### src/rtl/tug_score_ctrl.sv
// rtl/tug_score_ctrl.sv - tug-of-war game state and rope score producer (optional macro: TUG_AUTO_RESTART_EN)
module tug_score_ctrl #(
    parameter logic [4:0]  CENTER         = 5'd10,
    parameter logic [4:0]  MAX_SCORE      = 5'd20,
    parameter logic [15:0] LOCKOUT_CYCLES = 16'd50000,
    parameter logic [7:0]  RESTART_FRAMES = 8'd120
) (
    input  logic       clk,
    input  logic       reset,
    input  logic       frameTick,
    input  logic       gameStart,
    input  logic       leftPoint,
    input  logic       rightPoint,
    output logic [4:0] score,
    output logic       gameActive,
    output logic       leftWins,
    output logic       rightWins
);

    typedef enum logic [1:0] {S_IDLE, S_PLAY, S_LEFT_WIN, S_RIGHT_WIN} state_t;
    typedef enum logic [1:0] {P_NONE, P_LEFT, P_RIGHT} pend_t;

    state_t      r_state, w_state_nxt;
    pend_t       r_pend, w_pend_nxt;
    logic [4:0]  r_score, w_score_nxt;
    logic [15:0] r_lock, w_lock_nxt;
    logic        r_left_d, r_right_d;
    logic        w_left_rise, w_right_rise;
    logic        w_can_accept;

`ifdef TUG_AUTO_RESTART_EN
    logic [7:0]  r_restart_cnt, w_restart_cnt_nxt;
    logic [7:0]  w_restart_cnt_inc;
`else
    logic [7:0]  w_unused_restart;
    assign w_unused_restart = RESTART_FRAMES;
`endif

    assign w_left_rise  = leftPoint & ~r_left_d;
    assign w_right_rise = rightPoint & ~r_right_d;
    assign w_can_accept = (r_state == S_PLAY) && (r_lock == 16'd0) && (r_pend == P_NONE);

    // Flags decode straight from the state register so nothing combinational reaches the renderer.
    assign score      = r_score;
    assign gameActive = (r_state == S_PLAY);
    assign leftWins   = (r_state == S_LEFT_WIN);
    assign rightWins  = (r_state == S_RIGHT_WIN);

    // State, score, pending point, lockout and edge history registers.
    always_ff @(posedge clk) begin
        if (reset) begin
            r_state   <= S_IDLE;
            r_pend    <= P_NONE;
            r_score   <= CENTER;
            r_lock    <= 16'd0;
            r_left_d  <= 1'b0;
            r_right_d <= 1'b0;
        end else begin
            r_state   <= w_state_nxt;
            r_pend    <= w_pend_nxt;
            r_score   <= w_score_nxt;
            r_lock    <= w_lock_nxt;
            r_left_d  <= leftPoint;
            r_right_d <= rightPoint;
        end
    end

`ifdef TUG_AUTO_RESTART_EN
    // Frame counter used to leave a win state on its own.
    always_ff @(posedge clk) begin
        if (reset) begin
            r_restart_cnt <= 8'd0;
        end else begin
            r_restart_cnt <= w_restart_cnt_nxt;
        end
    end
    assign w_restart_cnt_inc = r_restart_cnt + 8'd1;
`endif

    // Next-state logic: point acceptance, frame-aligned score step and win detection.
    always_comb begin
        w_state_nxt = r_state;
        w_pend_nxt  = r_pend;
        w_score_nxt = r_score;
        w_lock_nxt  = (r_lock != 16'd0) ? r_lock - 16'd1 : 16'd0;
`ifdef TUG_AUTO_RESTART_EN
        w_restart_cnt_nxt = r_restart_cnt;
`endif
        case (r_state)
            S_PLAY: begin
                // A pending point and a fresh accept are mutually exclusive, so order does not matter.
                if (frameTick && (r_pend != P_NONE)) begin
                    w_pend_nxt = P_NONE;
                    if (r_pend == P_LEFT) begin
                        if (r_score != 5'd0) w_score_nxt = r_score - 5'd1;
                        if (r_score <= 5'd1) w_state_nxt = S_LEFT_WIN;
                    end else begin
                        if (r_score != MAX_SCORE) w_score_nxt = r_score + 5'd1;
                        if (r_score >= MAX_SCORE - 5'd1) w_state_nxt = S_RIGHT_WIN;
                    end
`ifdef TUG_AUTO_RESTART_EN
                    w_restart_cnt_nxt = 8'd0;
`endif
                end
                if (w_can_accept && (w_left_rise ^ w_right_rise)) begin
                    w_pend_nxt = w_left_rise ? P_LEFT : P_RIGHT;
                    w_lock_nxt = LOCKOUT_CYCLES;
                end
            end
            S_LEFT_WIN, S_RIGHT_WIN: begin
                w_pend_nxt = P_NONE;
`ifdef TUG_AUTO_RESTART_EN
                if (frameTick) begin
                    w_restart_cnt_nxt = w_restart_cnt_inc;
                    if (w_restart_cnt_inc == RESTART_FRAMES) begin
                        w_state_nxt = S_IDLE;
                        w_score_nxt = CENTER;
                    end
                end
`endif
            end
            default: begin
                w_pend_nxt = P_NONE;
            end
        endcase
        // Starting a game wins over everything except reset.
        if (gameStart && (r_state != S_PLAY)) begin
            w_state_nxt = S_PLAY;
            w_score_nxt = CENTER;
            w_pend_nxt  = P_NONE;
            w_lock_nxt  = 16'd0;
        end
    end

endmodule

### config.mk
export PLATFORM = sky130hd
export DESIGN_NAME = tug_score_ctrl
export DESIGN_NICKNAME = d
export VERILOG_FILES = /design/src/rtl/tug_score_ctrl.sv
export SDC_FILE = /design/constraint.sdc
export NUM_CORES = 1
export LEC_CHECK = 0
export CAP_MARGIN = 20
export CELL_PAD_IN_SITES_DETAIL_PLACEMENT = 0
export CELL_PAD_IN_SITES_GLOBAL_PLACEMENT = 2
export CORE_ASPECT_RATIO = 1.4
export CORE_MARGIN = 5
export CORE_UTILIZATION = 36
export DETAILED_ROUTE_END_ITERATION = 10
export HOLD_SLACK_MARGIN = 0.02
export PLACE_DENSITY = 0.87
export SYNTH_ARGS = -nofsm -noshare
export SYNTH_HDL_FRONTEND = slang
export SYNTH_SLANG_ARGS = --single-unit
### constraint.sdc
create_clock -name clk -period 5.23 [get_ports clk]
set_clock_uncertainty 0.2 [all_clocks]
set_input_delay 0.7845 -clock clk [delete_from_list [all_inputs] [get_ports clk]]
set_output_delay 0.7845 -clock clk [all_outputs]
set_load 0.02 [all_outputs]
==> flow_metrics.tcl, run 1 <==
set metrics [dict create \
    critPathMaxFanout 7 \
    yosysWarnings 0 \
    slew_viol_final 0 \
    clock_sinks 27 \
    layout.nets 179 \
    htreeDepth 1 \
    first_pass_iters 3 \
    synth-seq-cells 27 \
    fp.coreArea_sq_um 3610 \
    final_cell_mix "dfxtp_1 (27), nor2_1 (16), clkdlybuf4s50_1 (13)" \
    worstSkewPairLatency_ps 270 \
    vias 1113 \
    setup_viol 0 \
    placed_area_sq_um 1490 \
    netlist_area_sq_um 1320 \
    max_freq_mhz 388 \
    seq_area_frac_synth_pct 40.9 \
    syn_to_final_growth_pct 16.5 \
    mostFrequentLayoutCell "dfxtp_1" \
    grt_pass1_wl_mm 4.64 \
    antenna_found_initial 0 \
    tightest_slew_ps 962 \
    path_class "reg -> out" \
    fillers 366 \
    first_global_vias 1055 \
    synthesis.nets 163 \
    place_congestion 0.860 \
    io_pins 14 \
    final_layout_size_suffix_gt1_share_pct 4.19 \
    total_power_uw 801 \
    die_w_um 61.2 \
    rsz0062_at_grt "no" \
    portBuffers 13 \
    r2r.worst_path.cells 6 \
    whs_path_depth 1 \
    tns_ps 0 \
    drt_wl_total_mm 2.81 \
    peakVddDrop_v 0.000344 \
    grt_overflow_total 0 \
    synth.distinct_cells 33 \
    cts-hold-fix-buffers 0 \
    cap_violations 0 \
    startpoint_type "register" \
    cts-root-buf "clkbuf_8" \
    initial_core_util_pct 36.6 \
    grt_usage_pct 12.3 \
    maxSlewHeadroom_pct 35.4 \
    n_antenna_cell 0 \
    p_per_area_nw_per_um2 521 \
    clk_path_buf_depth 2 \
    p_leak_uw 0.000578 \
    routedWlPerCell_um 13.4 \
    cp.required_ps 4250 \
    multi_input_area_sq_um 743 \
    synth_area_per_cell_sq_um 8.68 \
    min_path_type "reg -> reg" \
    clkTransAtPathRegs_ps 90 \
    cts_setup_buffers 0 \
    fin_area_sq_um 1540 \
    period_share_pct 49.3 \
    fin_util_pct 42.6 \
    period_needed_ps 2580 \
    regArea_sq_um 541 \
    hold_violations 0 \
    status "complete, no violations" \
    drcViolationCount 0 \
    ant_nets 0 \
    core.rowCount 26 \
    die-height_um 81.6 \
    cts_tree "yes" \
    die-area_sq_um 4990 \
    dp_hpwl_mm 2.14 \
    cts_made_buffers 3 \
    via_per_inst 5.33 \
    grt_max_degree 16 \
    cp.arrival_ps 1590 \
    setup.worst_path.end_class "output port" \
    cts_resized 0 \
    drt_iter0_drc 25 \
    syn_inst 152 \
]
## flip-flops by register name, summed over array words and instances, names as in the netlist
name	cells
r_left_d	1
score	5
r_pend	2
r_lock	16
r_right_d	1
r_state	2
## report_power, final
group / total, uW / switching [uW] / internal [uW] / leakage, uW
registers: 321 / 57.1 / 264 / 0.000221
logic: 361 / 204 / 158 / 0.000334
clock network: 119 / 64.7 / 54.7 / 0.0000228
total: 801 / 325 / 476 / 0.000578
## final timing paths
path	from	to	slack (ps)
max reg2reg	r_lock[0]	r_lock[15]	2660
max	r_state[1]	gameActive	2650
min	r_lock[0]	r_lock[0]	280
min reg2reg	r_lock[0]	r_lock[0]	280
## final cells by class
class	instances	share of cell area, %
sequential	27	35.2
timing repair buffer	13	8.46
inverter	7	1.71
clock buffer	4	2.93
multi-input combinational	116	48.3
tap	42	3.42
## layer usage
metal | part of all wire [%] | vias up | global-route usage, %
met5 | 0 | - | 0
met4 | 2.9 | 0 | 6.29
met3 | 3.0 | 7 | 2.52
met2 | 50 | 16 | 21.4
met1 | 44 | 519 | 13.5
li1 | - | 571 | -
## synth_stat cells
cell type | count | area (sq um)
a31oi_1 | 1 | 6.26
a21o_1 | 1 | 7.51
o21ai_0 | 10 | 50.1
nand2b_1 | 2 | 12.5
dfxtp_1 | 27 | 541
nand3_1 | 2 | 10.0
o21ai_1 | 1 | 5.00
or3_1 | 6 | 37.5
a22oi_1 | 1 | 7.51
or3_4 | 1 | 11.3
nor3_1 | 5 | 25.0
or4b_2 | 1 | 10.0
and2_1 | 1 | 6.26
xor2_1 | 6 | 52.6
o31a_1 | 1 | 8.76
inv_1 | 7 | 26.3
a221oi_1 | 2 | 17.5
or4_1 | 3 | 22.5
nor2_1 | 16 | 60.1
nand2_1 | 9 | 33.8
a21oi_1 | 11 | 55.1
nor2b_1 | 9 | 56.3
o211ai_1 | 2 | 15.0
nor3b_1 | 1 | 7.51
buf_2 | 2 | 10.0
nor4_4 | 1 | 21.3
a2111oi_0 | 1 | 8.76
o31ai_1 | 4 | 30.0
nand4_1 | 4 | 25.0
a21boi_0 | 1 | 7.51
xnor2_1 | 7 | 61.3
ha_1 | 5 | 62.6
a31o_2 | 1 | 8.76
## cells by family after synthesis
| kind of cell | share of synthesized area (%) |
|---|---|
| AO/OA/AOI/OAI | 17.3 |
| XOR/XNOR | 8.63 |
| adder cells (fa/ha/maj) | 4.74 |
| buffers and inverters | 2.75 |
| flip-flops | 40.9 |
| AND/OR/NAND/NOR | 25.7 |
## per-stage QoR
stage	std cells	hold slack (ps)	setup slack, ps
final	209	276	2650
after global routing	209	302	2380
after CTS	209	292	2550
after detailed placement	205	271	2520
after global placement	205	249	2630
after floorplan	152	227	3260
## worst max-delay path: stages (launching register included)
cell	delay, ps
dfxtp_1	330
nand2b_1	240
inv_1	120
clkdlybuf4s50_1	620
No activity file was read; power rests on OpenSTA's default activity.
==> run 2: changes to the inputs <==
CORE_UTILIZATION = 33   (was 36)
PLACE_DENSITY = 0.81   (was 0.87)
clock period = 2.4 ns   (was 5.23 ns; I/O delays follow)
==> flow_metrics.tcl, run 2 (synthesized netlist as in run 1, its figures left out) <==
set metrics [dict create \
    die-height_um 84.8 \
    grt_max_degree 16 \
    core.rowCount 27 \
    period_share_pct 89.8 \
    largest_reg_flops 16 \
    status "complete, no violations" \
    clkTransAtPathRegs_ps 90 \
    peakVddDrop_v 0.000568 \
    io_pins 14 \
    clkPwrFrac_pct 14.3 \
    mostFrequentLayoutCell "dfxtp_1" \
    slew_viol_final 0 \
    share_comb_of_total_power_pct 45.7 \
    grt_overflow_total 0 \
    via_per_inst 5.29 \
    first_pass_iters 4 \
    cap_violations 0 \
    final_layout_size_suffix_gt1_share_pct 5.92 \
    swShare_pct 40.5 \
    first_global_vias 1146 \
    cts_resized 0 \
    routedWlPerCell_um 13.3 \
    drcViolationCount 0 \
    largest-register "r_lock" \
    die_w_um 63.5 \
    cp.required_ps 1840 \
    cts_setup_buffers 0 \
    fin_area_sq_um 1560 \
    period_needed_ps 2150 \
    layout.nets 181 \
    reg2reg_from "r_lock[0]" \
    cts-hold-fix-buffers 0 \
    placed_area_sq_um 1510 \
    antenna_found_initial 0 \
    dp_hpwl_mm 2.22 \
    hp-start "r_lock[0]" \
    p_leak_uw 0.000590 \
    p_sw_uw 711 \
    setup_viol 0 \
    drt_iter0_drc 50 \
    worstSkewPairLatency_ps 270 \
    cp.arrival_ps 1590 \
    maxSlewHeadroom_pct 74.6 \
    max_freq_mhz 464 \
    clk_path_buf_depth 2 \
    cts_tree "yes" \
    p_per_area_nw_per_um2 1130 \
    clock_sinks 27 \
    tightest_slew_ps 372 \
    grt_usage_pct 11.3 \
    rsz0062_at_grt "no" \
    die-area_sq_um 5380 \
    syn_to_final_growth_pct 17.8 \
    grt_pass1_wl_mm 5.09 \
    htreeDepth 1 \
    n_antenna_cell 0 \
    hold_violations 0 \
    pwr-share-seq_pct 40.0 \
    min_path_type "reg -> reg" \
    portBuffers 13 \
    place_congestion 0.769 \
    startpoint_type "register" \
    critical_path.startpoint "r_state[1]" \
    cts-root-buf "clkbuf_8" \
    path_class "reg -> out" \
    ant_nets 0 \
    final_cell_mix "dfxtp_1 (27), nor2_1 (16), clkdlybuf4s50_1 (13)" \
    initial_core_util_pct 33.7 \
    drt_wl_total_mm 2.81 \
    critPathMaxFanout 7 \
    intPower_uw 1040 \
    fp.coreArea_sq_um 3920 \
    cts_made_buffers 3 \
    vias 1122 \
    setup.worst_path.end_class "output port" \
    tns_ps 0 \
]
==> run 2: cell types whose count changed in the layout (fill, tap and decap cells not counted) <==
cell,change
buf_4,+2
clkbuf_1,-1
clkinv_2,+1
==> run 2: worst max-delay path: stages, from the launching register on <==
cell             delay, ps
dfxtp_1                330
nand2b_1               250
inv_1                  120
clkdlybuf4s50_1        630
==> run 2: path summary, 6_finish.rpt <==
path,end,slack [ps],cells past startpoint
max,gameActive,250,3
min reg2reg,r_lock[0],270,1
min,r_lock[0],270,1
max reg2reg,r_lock[4],370,6
==> run 2: cell type report <==
class | instances | area, sq um
fillers | 418 | 2360
multi-input cells | 116 | 743
flip-flops and latches | 27 | 541
repair buffers | 15 | 145
well taps | 43 | 53.8
clock buffers | 3 | 41.3
inverters | 7 | 26.3
clock inverters | 1 | 5.00
==> run 2: power groups by stage <==
stage,Clock [uW],Sequential [uW],Combinational [uW]
floorplan,0,683,648
finish,252,702,801
CTS,262,703,810
global placement,0,704,791
global route,283,725,912
detailed placement,0,715,801
==> run 2: metal layers <==
layer,global-route usage [%],up-vias,wire length (um)
li1,-,577,-
met1,12.8,521,1180
met5,0,-,0
met3,2.12,4,105
met4,4.91,0,51
met2,20.2,20,1480
==> run 2: through the flow <==
| step | util, % | setup WS [ps] | hold slack, ps | instances | total power, uW |
|---|---|---|---|---|---|
| finish | 39.7 | 246 | 274 | 212 | 1750 |
| CTS | 39.7 | 230 | 276 | 212 | 1780 |
| global route | 39.7 | 126 | 300 | 212 | 1920 |
| global placement | 38.5 | 291 | 246 | 208 | 1490 |
| detailed placement | 38.5 | 272 | 253 | 208 | 1520 |
| floorplan | - | 432 | 227 | 152 | 1330 |
==> run 3: changes to the inputs <==
CORE_UTILIZATION = 30   (was 33)
PLACE_DENSITY = 0.78   (was 0.81)
clock period = 1.75 ns   (was 2.4 ns; I/O delays follow)
==> flow_metrics.tcl, run 3 (synthesized netlist as in run 1, its figures left out) <==
set metrics [dict create \
    status "complete, but fails checks" \
    violations "negative setup slack" \
    core.rowCount 28 \
    period_share_pct 110 \
    grt_max_degree 16 \
    die-area_sq_um 5850 \
    holdWs_ps 282 \
    worstSkewPairLatency_ps 270 \
    setup.worst_path.end_class "register" \
    cp.required_ps 1750 \
    placed_area_sq_um 1820 \
    cts-root-buf "clkbuf_8" \
    fin_area_sq_um 2060 \
    clock_sinks 27 \
    syn_to_final_growth_pct 56.2 \
    largest-register "r_lock" \
    largest_reg_flops 16 \
    timing.critical_path.buf_inv 0 \
    cp.arrival_ps 1920 \
    rsz0062_at_grt "yes" \
    drcViolationCount 0 \
    place_congestion 0.830 \
    tns_ps -1080 \
    period_needed_ps 1920 \
    path_class "reg -> reg" \
    routedWlPerCell_um 12.4 \
    die-height_um 88.5 \
    io_pins 14 \
    startpoint_type "register" \
    antenna_found_initial 0 \
    via_per_inst 4.87 \
    setup_viol 13 \
    fp.coreArea_sq_um 4240 \
    maxSlewHeadroom_pct 80.0 \
    drt_iter0_drc 59 \
    p_per_area_nw_per_um2 1490 \
    vias 1319 \
    dp_hpwl_mm 2.48 \
    portBuffers 13 \
    final_layout_size_suffix_gt1_share_pct 38.9 \
    cap_violations 0 \
    n_antenna_cell 0 \
    htreeDepth 1 \
    cp_top_family "simple AND/OR/NAND/NOR gates" \
    p_leak_uw 0.000851 \
    first_pass_iters 4 \
    max_freq_mhz 520 \
    mostFrequentLayoutCell "buf_4" \
    critPathMaxFanout 6 \
    grt_pass1_wl_mm 5.51 \
    clkTransAtPathRegs_ps 100 \
    grt_overflow_total 0 \
    peakVddDrop_v 0.000464 \
    drt_wl_total_mm 3.37 \
    final_cell_mix "buf_4 (41), dfxtp_1 (19), nor2_1 (15)" \
    slew_viol_final 0 \
    layout.nets 223 \
    crit_top_cell "or3_4" \
    worst_slack_ps -172 \
    die_w_um 66.1 \
    first_global_vias 1337 \
    min_path_type "reg -> reg" \
    tightest_slew_ps 299 \
    hold_violations 0 \
    initial_core_util_pct 31.1 \
    crit_slowest_cell "or4_4" \
    cts_tree "yes" \
    grt_usage_pct 12.0 \
    worstPathCellList "or4_4 > or3_4 > or3_4 > o21ai_0" \
    cts_made_buffers 3 \
    ant_nets 0 \
    clk_path_buf_depth 2 \
    critical_path.max_stage_delay_ps 530 \
]
-- run 3: worst paths after layout --
check                           startpoint         end  slack, ps  cells past startpoint
worst max register to register  r_lock[13]   r_lock[8]       -170                      4
worst max-delay path            r_lock[13]   r_lock[8]       -170                      4
worst min register to register  r_lock[11]  r_lock[11]        280                      2
worst min-delay path            r_lock[11]  r_lock[11]        280                      2
-- run 3: report_power, final --
part	internal (uW)	leakage, uW	switching [uW]
Clock	160	0.0000255	199
Combinational	975	0.000601	832
Sequential	785	0.000225	128
-- run 3: worst register-to-register path, delay by kind of cell, from the launching register on --
family           cells  cell delay (ps)
flip-flops           1              330
AO/OA/AOI/OAI        1               80
AND/OR/NAND/NOR      3             1240
-- run 3: timing repair --
action                                 4_1_cts  5_1_grt
pin swaps                                    6        8
resized for setup                           24       26
endpoints found under the hold margin        0        0
setup endpoints to repair                   27       26
buffers inserted                             3        3
hold buffers                                 0        0
-- run 3: cell type report --
cell class                      instances  area (sq um)
Multi-Input combinational cell        116           886
Timing Repair Buffer                   57           465
Inverter                                7          26.3
Clock inverter                          1          5.00
Clock buffer                            3          41.3
Sequential cell                        27           563
Tap cell                               60          75.1
Fill cell                             407          2180
-- run 3: through the flow --
step	total power [uW]	cells	utilization (%)	setup WS (ps)
2_1_floorplan	1830	152	-	-131
3_3_place_gp	2380	261	43.0	-240
3_5_place_dp	2440	261	43.0	-275
4_1_cts	2990	268	45.4	-168
5_1_grt	3310	271	48.6	-210
6_report	3080	271	48.6	-172
-- run 3: layer usage --
layer  up-vias  share of wire [%]  track usage (%)
met2        23                 54             22.6
li1        658                  -                -
met3        10                2.3             1.91
met1       628                 41             12.4
met5         -                  0                0
met4         0                3.3             6.28
